## src/rtl/imem_loader_pkg.sv

```systemverilog
// rtl/imem_loader_pkg.sv - shared state encoding and RAM geometry for the instruction-memory loader
package imem_loader_pkg;
  localparam int IMEM_DEPTH = 32;
  localparam int IMEM_AW    = 5;

  typedef enum logic [2:0] {
    S_IDLE,
    S_LEN,
    S_DATA,
    S_CSUM,
    S_DONE,
    S_ERROR
  } state_t;
endpackage

```

## src/rtl/imem_word_packer.sv

```systemverilog
// rtl/imem_word_packer.sv - big-endian byte-to-word shift register with a one-cycle word strobe
module imem_word_packer (
  input  logic        clk,
  input  logic        rst,
  input  logic        clear,
  input  logic        byte_en,
  input  logic [7:0]  byte_data,
  output logic [31:0] word,
  output logic [1:0]  byte_cnt,
  output logic        word_valid
);

  always_ff @(posedge clk or posedge rst) begin
    if (rst) begin
      word       <= '0;
      byte_cnt   <= '0;
      word_valid <= 1'b0;
    end else begin
      word_valid <= 1'b0;
      if (clear) begin
        byte_cnt <= '0;
      end else if (byte_en) begin
        word       <= {word[23:0], byte_data};
        byte_cnt   <= byte_cnt + 2'd1;
        // strobe lands the cycle after the 4th byte, while word holds it
        word_valid <= (byte_cnt == 2'd3);
      end
    end
  end

endmodule

```

## src/rtl/imem_loader.sv

```systemverilog
// rtl/imem_loader.sv - boot-time byte-stream loader for the writable instruction RAM
// Frame: LEN byte, LEN*4 payload bytes (MSB first), XOR checksum byte.
module imem_loader
  import imem_loader_pkg::*;
#(
  parameter int DEPTH = IMEM_DEPTH,
  parameter int AW    = IMEM_AW
) (
  input  logic        Clk,
  input  logic        Reset,
  input  logic        Start,
  input  logic [7:0]  RxData,
  input  logic        RxValid,
  output logic        RxReady,
  output logic        WrEn,
  output logic [31:0] WrAddr,
  output logic [31:0] WrData,
  output logic        CpuHold,
  output logic        Done,
  output logic        Error
);

  localparam int NW = AW + 1;

  state_t        state;
  logic [NW-1:0] n_words;
  logic [NW-1:0] idx;
  logic [7:0]    csum;
  logic [1:0]    byte_cnt;
  logic          accept;
  logic          byte_en;

  assign accept  = RxValid & RxReady;
  // a byte arriving alongside Start is dropped
  assign byte_en = accept & (state == S_DATA) & ~Start;

  imem_word_packer u_packer (
    .clk        (Clk),
    .rst        (Reset),
    .clear      (Start),
    .byte_en    (byte_en),
    .byte_data  (RxData),
    .word       (WrData),
    .byte_cnt   (byte_cnt),
    .word_valid (WrEn)
  );

  always_ff @(posedge Clk or posedge Reset) begin
    if (Reset) begin
      state   <= S_IDLE;
      n_words <= '0;
      idx     <= '0;
      csum    <= '0;
      WrAddr  <= '0;
      RxReady <= 1'b0;
      CpuHold <= 1'b0;
      Done    <= 1'b0;
      Error   <= 1'b0;
    end else if (Start) begin
      state   <= S_LEN;
      n_words <= '0;
      idx     <= '0;
      csum    <= '0;
      RxReady <= 1'b1;
      CpuHold <= 1'b1;
      Done    <= 1'b0;
      Error   <= 1'b0;
    end else begin
      case (state)
        S_LEN: if (accept) begin
          if (RxData == 8'd0) begin
            n_words <= NW'(DEPTH);
            state   <= S_DATA;
          end else if ({1'b0, RxData} > 9'(DEPTH)) begin
            state   <= S_ERROR;
            Error   <= 1'b1;
            CpuHold <= 1'b0;
            RxReady <= 1'b0;
          end else begin
            n_words <= NW'(RxData);
            state   <= S_DATA;
          end
        end
        S_DATA: if (accept) begin
          csum <= csum ^ RxData;
          if (byte_cnt == 2'd3) begin
            WrAddr <= 32'({idx[AW-1:0], 2'b00});
            idx    <= idx + NW'(1);
            if (idx == n_words - NW'(1)) state <= S_CSUM;
          end
        end
        S_CSUM: if (accept) begin
          RxReady <= 1'b0;
          CpuHold <= 1'b0;
          if (RxData == csum) begin
            state <= S_DONE;
            Done  <= 1'b1;
          end else begin
            state <= S_ERROR;
            Error <= 1'b1;
          end
        end
        default: ;
      endcase
    end
  end

endmodule
```

## config.mk

```make
export PLATFORM = sky130hd
export DESIGN_NAME = imem_loader
export DESIGN_NICKNAME = d
export VERILOG_FILES = /design/src/rtl/imem_loader_pkg.sv /design/src/rtl/imem_word_packer.sv /design/src/rtl/imem_loader.sv
export SDC_FILE = /design/constraint.sdc
export NUM_CORES = 1
export LEC_CHECK = 0
export CAP_MARGIN = 20
export CORE_MARGIN = 4
export CORE_UTILIZATION = 37
export CTS_CLUSTER_DIAMETER = 60
export DETAILED_ROUTE_END_ITERATION = 8
export DONT_BUFFER_PORTS = 1
export PLACE_DENSITY_LB_ADDON = 0.05
export SLEW_MARGIN = 20
export SYNTH_ARGS = -nofsm -noshare
export SYNTH_HDL_FRONTEND = slang
export SYNTH_SLANG_ARGS = --single-unit
export TNS_END_PERCENT = 20
```

## constraint.sdc

```tcl
create_clock -name Clk -period 4.1 [get_ports Clk]
set_input_delay 0.615 -clock Clk [delete_from_list [all_inputs] [get_ports Clk]]
set_output_delay 0.615 -clock Clk [all_outputs]
set_load 0.02 [all_outputs]
```

After elaboration in Yosys (flattened, before gate mapping)
Index checks and enable logic that the tools add are counted.
W data, S select, Z words.

storage, ports and cells
  bits in registers = 66
  bits of input ports = 12

operators by class
  reductions and logical operators = 19
  add/subtract/negate cells = 3
  bitwise logic cells = 5
  muxes and demuxes = 43
  $lt $le $gt $ge = 1
  equality and inequality tests = 15

operator list
  operator               number
  $mux W6                9
  $mux W3                8
  $mux W8                3
  $ne A3 B3 Y1 const B   7
  $mux W1                18
  $reduce_bool A2 Y1     7
  $reduce_and A6 Y1      2
  $pmux W3 S3            1
  $reduce_and A3 Y1      3
  $eq A8 B8 Y1           1
  $gt A8 B6 Y1 const B   1
  $logic_not A8 Y1       1
  $xor A8 B8 Y8          1
  $add A6 B1 Y6 const B  1
  $eq A3 B2 Y1 const B   2
  $eq A6 B6 Y1           1
  $ne A3 B2 Y1 const B   2
  $sub A6 B1 Y6 const B  1
  $reduce_and A5 Y1      1
  $mux W2                2
  $pmux W1 S2            2
  $reduce_and A2 Y1      2
  $reduce_and A4 Y1      1
  $reduce_bool A4 Y1     1
  other kinds (6)        8

Logic depth before layout (Yosys ltp)
Gate-level depths: netlist of run 1.

  depth after elaboration = 7
  mapped depth = 8
  depth with buffers taken out = 7

By module
Synthesis of run 1 repeated with hierarchy kept, for this count alone.

unflattened totals
  cell total of the unflattened synthesis = 273
  area, all modules = 3,352.0 sq um

by module, submodules not included
  module            area an instance (sq um)  cells an instance  instances
  imem_loader       1,879.3                   193                1
  imem_word_packer  1,472.7                   80                 1

Worst setup path after synthesis of run 1
No wires, ideal clock.

  path type = reg2reg
  from = register n_words[0]
  to = register state[0]
  setup time = 0.140 ns
  data required time = 3.960 ns
  path slack = 2.073 ns
  stages on the path, launching flop included = 8
  arrival = 1.887 ns
  path buffers = 0
  period minus slack after synthesis = 2.027 ns
  path through = dfrtp_1 > inv_1 > ha_1 > nor2b_1 > or3_1 > a2111o_1 > a221oi_2 > nor3_2

on the way
  longest elaborated chain between the ends = 4

RTL lines
  item                                line               text
  start, declared                     imem_loader.sv:26  logic [NW-1:0] n_words;
  start signal, assigned              imem_loader.sv:72  n_words <= NW'(DEPTH);
  start signal, assigned              imem_loader.sv:80  n_words <= NW'(RxData);
  $sub A6 B1 Y6                       imem_loader.sv:89  if (idx == n_words - NW'(1)) state <= S_CSUM;
  $eq A6 B6 Y1                        imem_loader.sv:89
  $ne A3 B2 Y1 (no source line)       n/a
  $reduce_and A6 Y1 (no source line)  n/a
  end signal, assigned                imem_loader.sv:89
  end signal, assigned                imem_loader.sv:96  state <= S_DONE;
  end signal, assigned                imem_loader.sv:99  state <= S_ERROR;
  end, declared                       imem_loader.sv:25  state_t state;

No other way between the ends.
A chain may end at the register's enable or synchronous reset.

==> flow_summary.ini, run 1 <==
[yosys]
synth_edf_count = 0
avgSynthCellArea_um2 = 9.45
syn_area_um2 = 3250
synthArstFlopShare_pct = 100
synth_warnings = 0
ys_seq_area_share_pct = 50.8
ys_seq_elements = 66
yosys-top-cells-area = dfrtp_1 (51%), nand2_1 (13%), buf_4 (6.7%), xor2_1 (5.4%), nor2_1 (2.9%)
synth_cell_types = 44
synthCells = 344
yosysTopAreaCellShare_pct = 50.8
yosys.area.top_type = dfrtp_1
synth_most_common_cell = nand2_1
ys_top_cells_by_count = nand2_1 (109), dfrtp_1 (66), buf_4 (29)
ys.flop_type = dfrtp_1

[run_status]
status = finished clean

[clock_network]
tritoncts = yes
htreeDepth = 3
clk_pin_slew_worst_paths_ns = 0.08
cts_setup_buffers = 0
insertion_delay_ns = 0.34
cts.path.max_buffers = 2
cts.sinks = 66
cts_made_buffers = 9
cts_resized = 0
cts_hold_buf = 0
cts_root_buf = clkbuf_8

[sta]
fin_skew_ns = 0.00632
slew_headroom_pct = 46.7
hold_violations = 0
setup-tns-final_ns = 0
fin_crit_sh_pct = 53.7
fmax_ghz = 0.454
finalSetupViolations = 0
maxSlewViolCount = 0
grt_setup_unrepaired = false
worst_slack_ns = 1.90
min_period_ns = 2.20
tightestPinTransition_ns = 0.798

[place]
globalplace.congestion = 0.699
dp.cells = 437
portBuffers = 0
place_worst_setup_slack_ns = 1.87
dp_hpwl_um = 4670

[power_and_ir_drop]
p_leak_nw = 1.72
p_total_mw = 1.30
ir_worst_vdd_v = 0.000169
powerDensity_nw_per_um2 = 379

[final_layout]
nets = 358
final_util_pct = 40.9
syn_to_final_growth_pct = 5.62
drive_gt1_share_pct = 9.20
fillers = 848
diodes = 0
layout.cells.non_filler = 453

[floorplanning]
core_um2 = 8380
die_x_um = 102
dieArea_um2 = 10300
fp.dieH_um = 102
row_count = 33
initial_core_util_pct = 38.8
io_pins = 81

[route]
drt-initial-drc-count = 68
wl_per_cell_um = 15.3
drt-total-wl_um = 6930
antenna_left = 0
firstDrtPassIters = 4
route.detailed.drc = 0
vias_per_cell = 4.75
num_vias = 2153

[global_routing]
grt_pass1_vias = 2146
grt.overflow.total = 0
grt_max_degree = 46
grt.total_usage_pct = 14.5
grtUsageMet2_pct = 19.0
grt_pass1_wl_um = 11600
antenna_found_initial = 0
met3_usage_pct = 4.68
grt_most_used_layer = met1
grtUsageMet1_pct = 21.8

[setup_path]
startpoint_type = flop
worstPathRequired_ns = 4.33
path_max_fanout = 7
critPathKind = reg2reg
crit_arrival_ns = 2.43
reg2reg_depth = 5
cp-end-kind = flop

[flow_run]
maxCapViolations = 0

[worst_hold_path]
min-delay-path-class = in2async
==> stage by stage <==
| step | hold slack, ns | instance area [µm²] |
|---|---|---|
| floorplan | 0.490 | 3350 |
| global placement | 0.510 | 3230 |
| detailed placement | 0.524 | 3230 |
| CTS | 0.320 | 3430 |
| global route | 0.315 | 3430 |
| finish | 0.283 | 3430 |
==> worst max-delay path, stage by stage, from the launching register on <==
cell and delay [ns]:
dfrtp_1 0.61, nand2_1 0.32, nor3b_2 0.37, nor3b_4 0.50, mux2i_1 0.25, nor2_1 0.05
==> layer usage <==
layer	vias up	part of all wire [%]
met1	1021	50
met5	-	0
met4	0	1.7
met3	10	7.2
li1	1060	-
met2	62	42
==> report_power, final <==
group	switching [mW]	internal, mW	leakage, nW
registers	0.0174	0.658	0.910
logic	0.0537	0.0179	0.713
clock network	0.255	0.298	0.0966
total	0.326	0.974	1.72
==> logic make-up (layout without fill, tap and decap cells) <==
kind of cell	after synthesis	count (layout)	synth area share (%)
adders and majority gates	3	3	1.16
muxes	11	11	3.58
DFF	66	66	50.8
buffers and inverters	46	24	8.82
other	1	27	0.115
xor gates and xnor gates	26	26	7.01
AOI/OAI and AO/OA	24	24	5.24
and+or+nand+nor	167	167	23.3
==> cell type report <==
| type | instances | area, µm² | share of cell area, % |
|---|---|---|---|
| flip-flops and latches | 66 | 1650 | 48.1 |
| multi-input cells | 258 | 1410 | 41.1 |
| clock buffers | 12 | 145 | 4.23 |
| well taps | 105 | 131 | 3.83 |
| clock inverters | 4 | 51.3 | 1.49 |
| repair buffers | 3 | 22.5 | 0.656 |
| inverters | 5 | 20.0 | 0.583 |
==> flip-flops by register name (all words and copies together), names as in the netlist <==
name,cells
u_packer.word,32
u_packer.byte_cnt,2
csum,8
CpuHold,1
u_packer.word_valid,1
state,3
idx,6
WrAddr,5
Error,1
n_words,6
Done,1
==> path summary, 6_finish.rpt <==
| check | from | to | slack, ns |
|---|---|---|---|
| worst max-delay path | CpuHold | n_words[3] | 1.90 |
| worst min-delay path | Reset | u_packer.word[22] | 0.28 |
| worst max register to register | CpuHold | n_words[3] | 1.90 |
| worst min register to register | u_packer.byte_cnt[1] | u_packer.byte_cnt[1] | 0.54 |
| max in group asynchronous | Reset | n_words[0] | 3.03 |
| min in group Clk | Start | Done | 0.34 |
==> cells in the final DEF, fill, tap and decap left out, drive strengths merged, types with 3 or more instances in the layout <==
master	instances
conb	27
o21ai	4
xnor2	6
dfrtp	66
xor2	20
nand3	4
nor3	7
ha	3
a31oi	4
nor2b	3
nor4	3
mux2	5
or3	3
mux2i	6
buf	3
nor2	25
clkinv	3
inv	4
nor3b	3
clkbuf	12
a21oi	5
nand2	109
Note: power is estimated with default switching activity, not from simulation.
==> run 2: changes to the inputs <==
==> constraint.sdc (replaced) <==
create_clock -name Clk -period 2.2 [get_ports Clk]
set_input_delay 0.33 -clock Clk [delete_from_list [all_inputs] [get_ports Clk]]
set_output_delay 0.33 -clock Clk [all_outputs]
set_load 0.02 [all_outputs]
==> flow_summary.ini, run 2 (synthesis results as in run 1) <==
[run_status]
status = finished clean

[final_layout]
regMostFlops = u_packer.word
layout_commonest_cell = nand2_1
drive_gt1_share_pct = 10.2
nets = 363
final_cell_mix = nand2_1 (109), dfrtp_1 (66), conb_1 (27), nor2_1 (25), xor2_1 (20)
syn_to_final_growth_pct = 8.59
fillers = 850
diodes = 0
largest_register_ffs = 32
largestRegisters = u_packer.word (32), csum (8)

[route]
num_vias = 2185
wl_per_cell_um = 15.2
route.detailed.drc = 0
vias_per_cell = 4.77
drt-total-wl_um = 6950
antenna_left = 0
firstDrtPassIters = 5
drt-initial-drc-count = 64

[floorplanning]
initial_core_util_pct = 38.8
io_pins = 81
row_count = 33
dieArea_um2 = 10300
fp.dieH_um = 102
die_x_um = 102
core_um2 = 8380

[global_routing]
grt_pass1_wl_um = 11200
antenna_found_initial = 0
grt_max_degree = 67
grt.overflow.total = 0
grt.total_usage_pct = 14.0
grt_pass1_vias = 2119

[clock_network]
cts_setup_buffers = 0
tritoncts = yes
insertion_delay_ns = 0.34
cts_root_buf = clkbuf_8
htreeDepth = 3
cts.path.max_buffers = 2
cts_made_buffers = 9
cts.sinks = 66
clk_pin_slew_worst_paths_ns = 0.07

[setup_path]
max_stage_delay_ns = 0.42
critPathKind = reg2reg
cp_slowest_cell = a2111o_1
crit_start = n_words[1]
path_cells = inv_1, ha_1, nor2b_1, or3_1, a2111o_1, a221oi_2, nor3_2
crit_arrival_ns = 2.26
cp-end-kind = flop
worstPathRequired_ns = 2.40
startpoint_type = flop
worstReg2RegStart = n_words[1]
path_max_fanout = 4

[sta]
tightestPinTransition_ns = 0.548
maxSlewViolCount = 0
fin_skew_ns = 0.0101
grt_setup_unrepaired = false
hold_violations = 0
fin_crit_sh_pct = 93.3
slew_headroom_pct = 63.3
min_period_ns = 2.05
finalSetupViolations = 0
fmax_ghz = 0.487
setup-tns-final_ns = 0
worst_slack_ns = 0.147

[place]
dp_hpwl_um = 4680
globalplace.congestion = 0.774
place_worst_setup_slack_ns = 0.101
portBuffers = 0

[power_and_ir_drop]
switchingPower_mw = 0.622
swShare_pct = 23.5
p_leak_nw = 1.77
powerDensity_nw_per_um2 = 750
internal_power_mw = 2.03
p_total_mw = 2.65
power_frac_seq_pct = 47.3
p_clk_share_pct = 47.0
ir_worst_vdd_v = 0.000273
combinationalPowerShare_pct = 5.6

[worst_hold_path]
min_from = Start
min-delay-path-class = in2reg

[flow_run]
maxCapViolations = 0
==> run 2: cell types whose count changed in the layout (fill, tap and decap cells not counted), sizes merged <==
cell and change:
bufinv +2, buf +4, clkinv -1, clkbuf -2, inv +1, dlygate4sd3 +1
==> run 2: cell type report <==
| type | count | area, µm² | share of cell area [%] |
|---|---|---|---|
| Clock buffer | 10 | 128 | 3.62 |
| Clock inverter | 6 | 115 | 3.26 |
| Inverter | 5 | 18.8 | 0.532 |
| Multi-Input combinational cell | 258 | 1410 | 39.9 |
| Sequential cell | 66 | 1650 | 46.8 |
| Tap cell | 105 | 131 | 3.72 |
| Timing Repair Buffer | 8 | 75.1 | 2.13 |
==> run 2: layer usage <==
layer  part of all wire [%]  global-route usage [%]  up-vias
met5                      0                       0        -
met1                     49                    21.2     1027
met3                    9.0                    4.27       10
li1                       -                       -     1071
met4                    1.6                    5.93        0
met2                     41                    18.3       77
==> run 2: power groups by stage <==
stage	Sequential (mW)	Clock (mW)	Combinational, mW
after floorplan	1.27	0	0.165
after global placement	1.28	0	0.149
after detailed placement	1.28	0	0.150
after CTS	1.25	1.28	0.152
after global routing	1.26	1.33	0.168
final	1.25	1.25	0.149
==> run 2: worst paths after layout <==
check | end | slack (ns) | depth (start not counted)
min in group asynchronous | Error | 0.52 | 3
max in group asynchronous | state[0] | 1.40 | 3
worst max register to register | state[0] | 0.15 | 7
worst max-delay path | state[0] | 0.15 | 7
worst min-delay path | Error | 0.05 | 1
worst min register to register | CpuHold | 0.53 | 1
==> run 2: through the flow <==
stage	std cells	util [%]	hold slack [ns]	area [µm²]
6_report	458	42.1	0.0503	3530
4_1_cts	458	42.1	0.0324	3530
2_1_floorplan	370	-	0.435	3350
5_1_grt	458	42.1	0.0460	3530
3_3_place_gp	441	39.1	0.331	3280
3_5_place_dp	441	39.1	0.325	3280
==> run 2: worst max-delay path, delay by kind of cell (launching register included) <==
kind	cells	cell delay, ns
DFF	1	0.39
buffers and inverters	1	0.06
and+or+nand+nor	3	0.56
AOI/OAI and AO/OA	2	0.72
adders and majority gates	1	0.20
==> run 2: timing repair <==
action                                 4_1_cts  5_1_grt
gates resized for setup                      0        0
endpoints found under the hold margin       66        0
hold buffers                                 1        0
setup endpoints to repair                    0        1
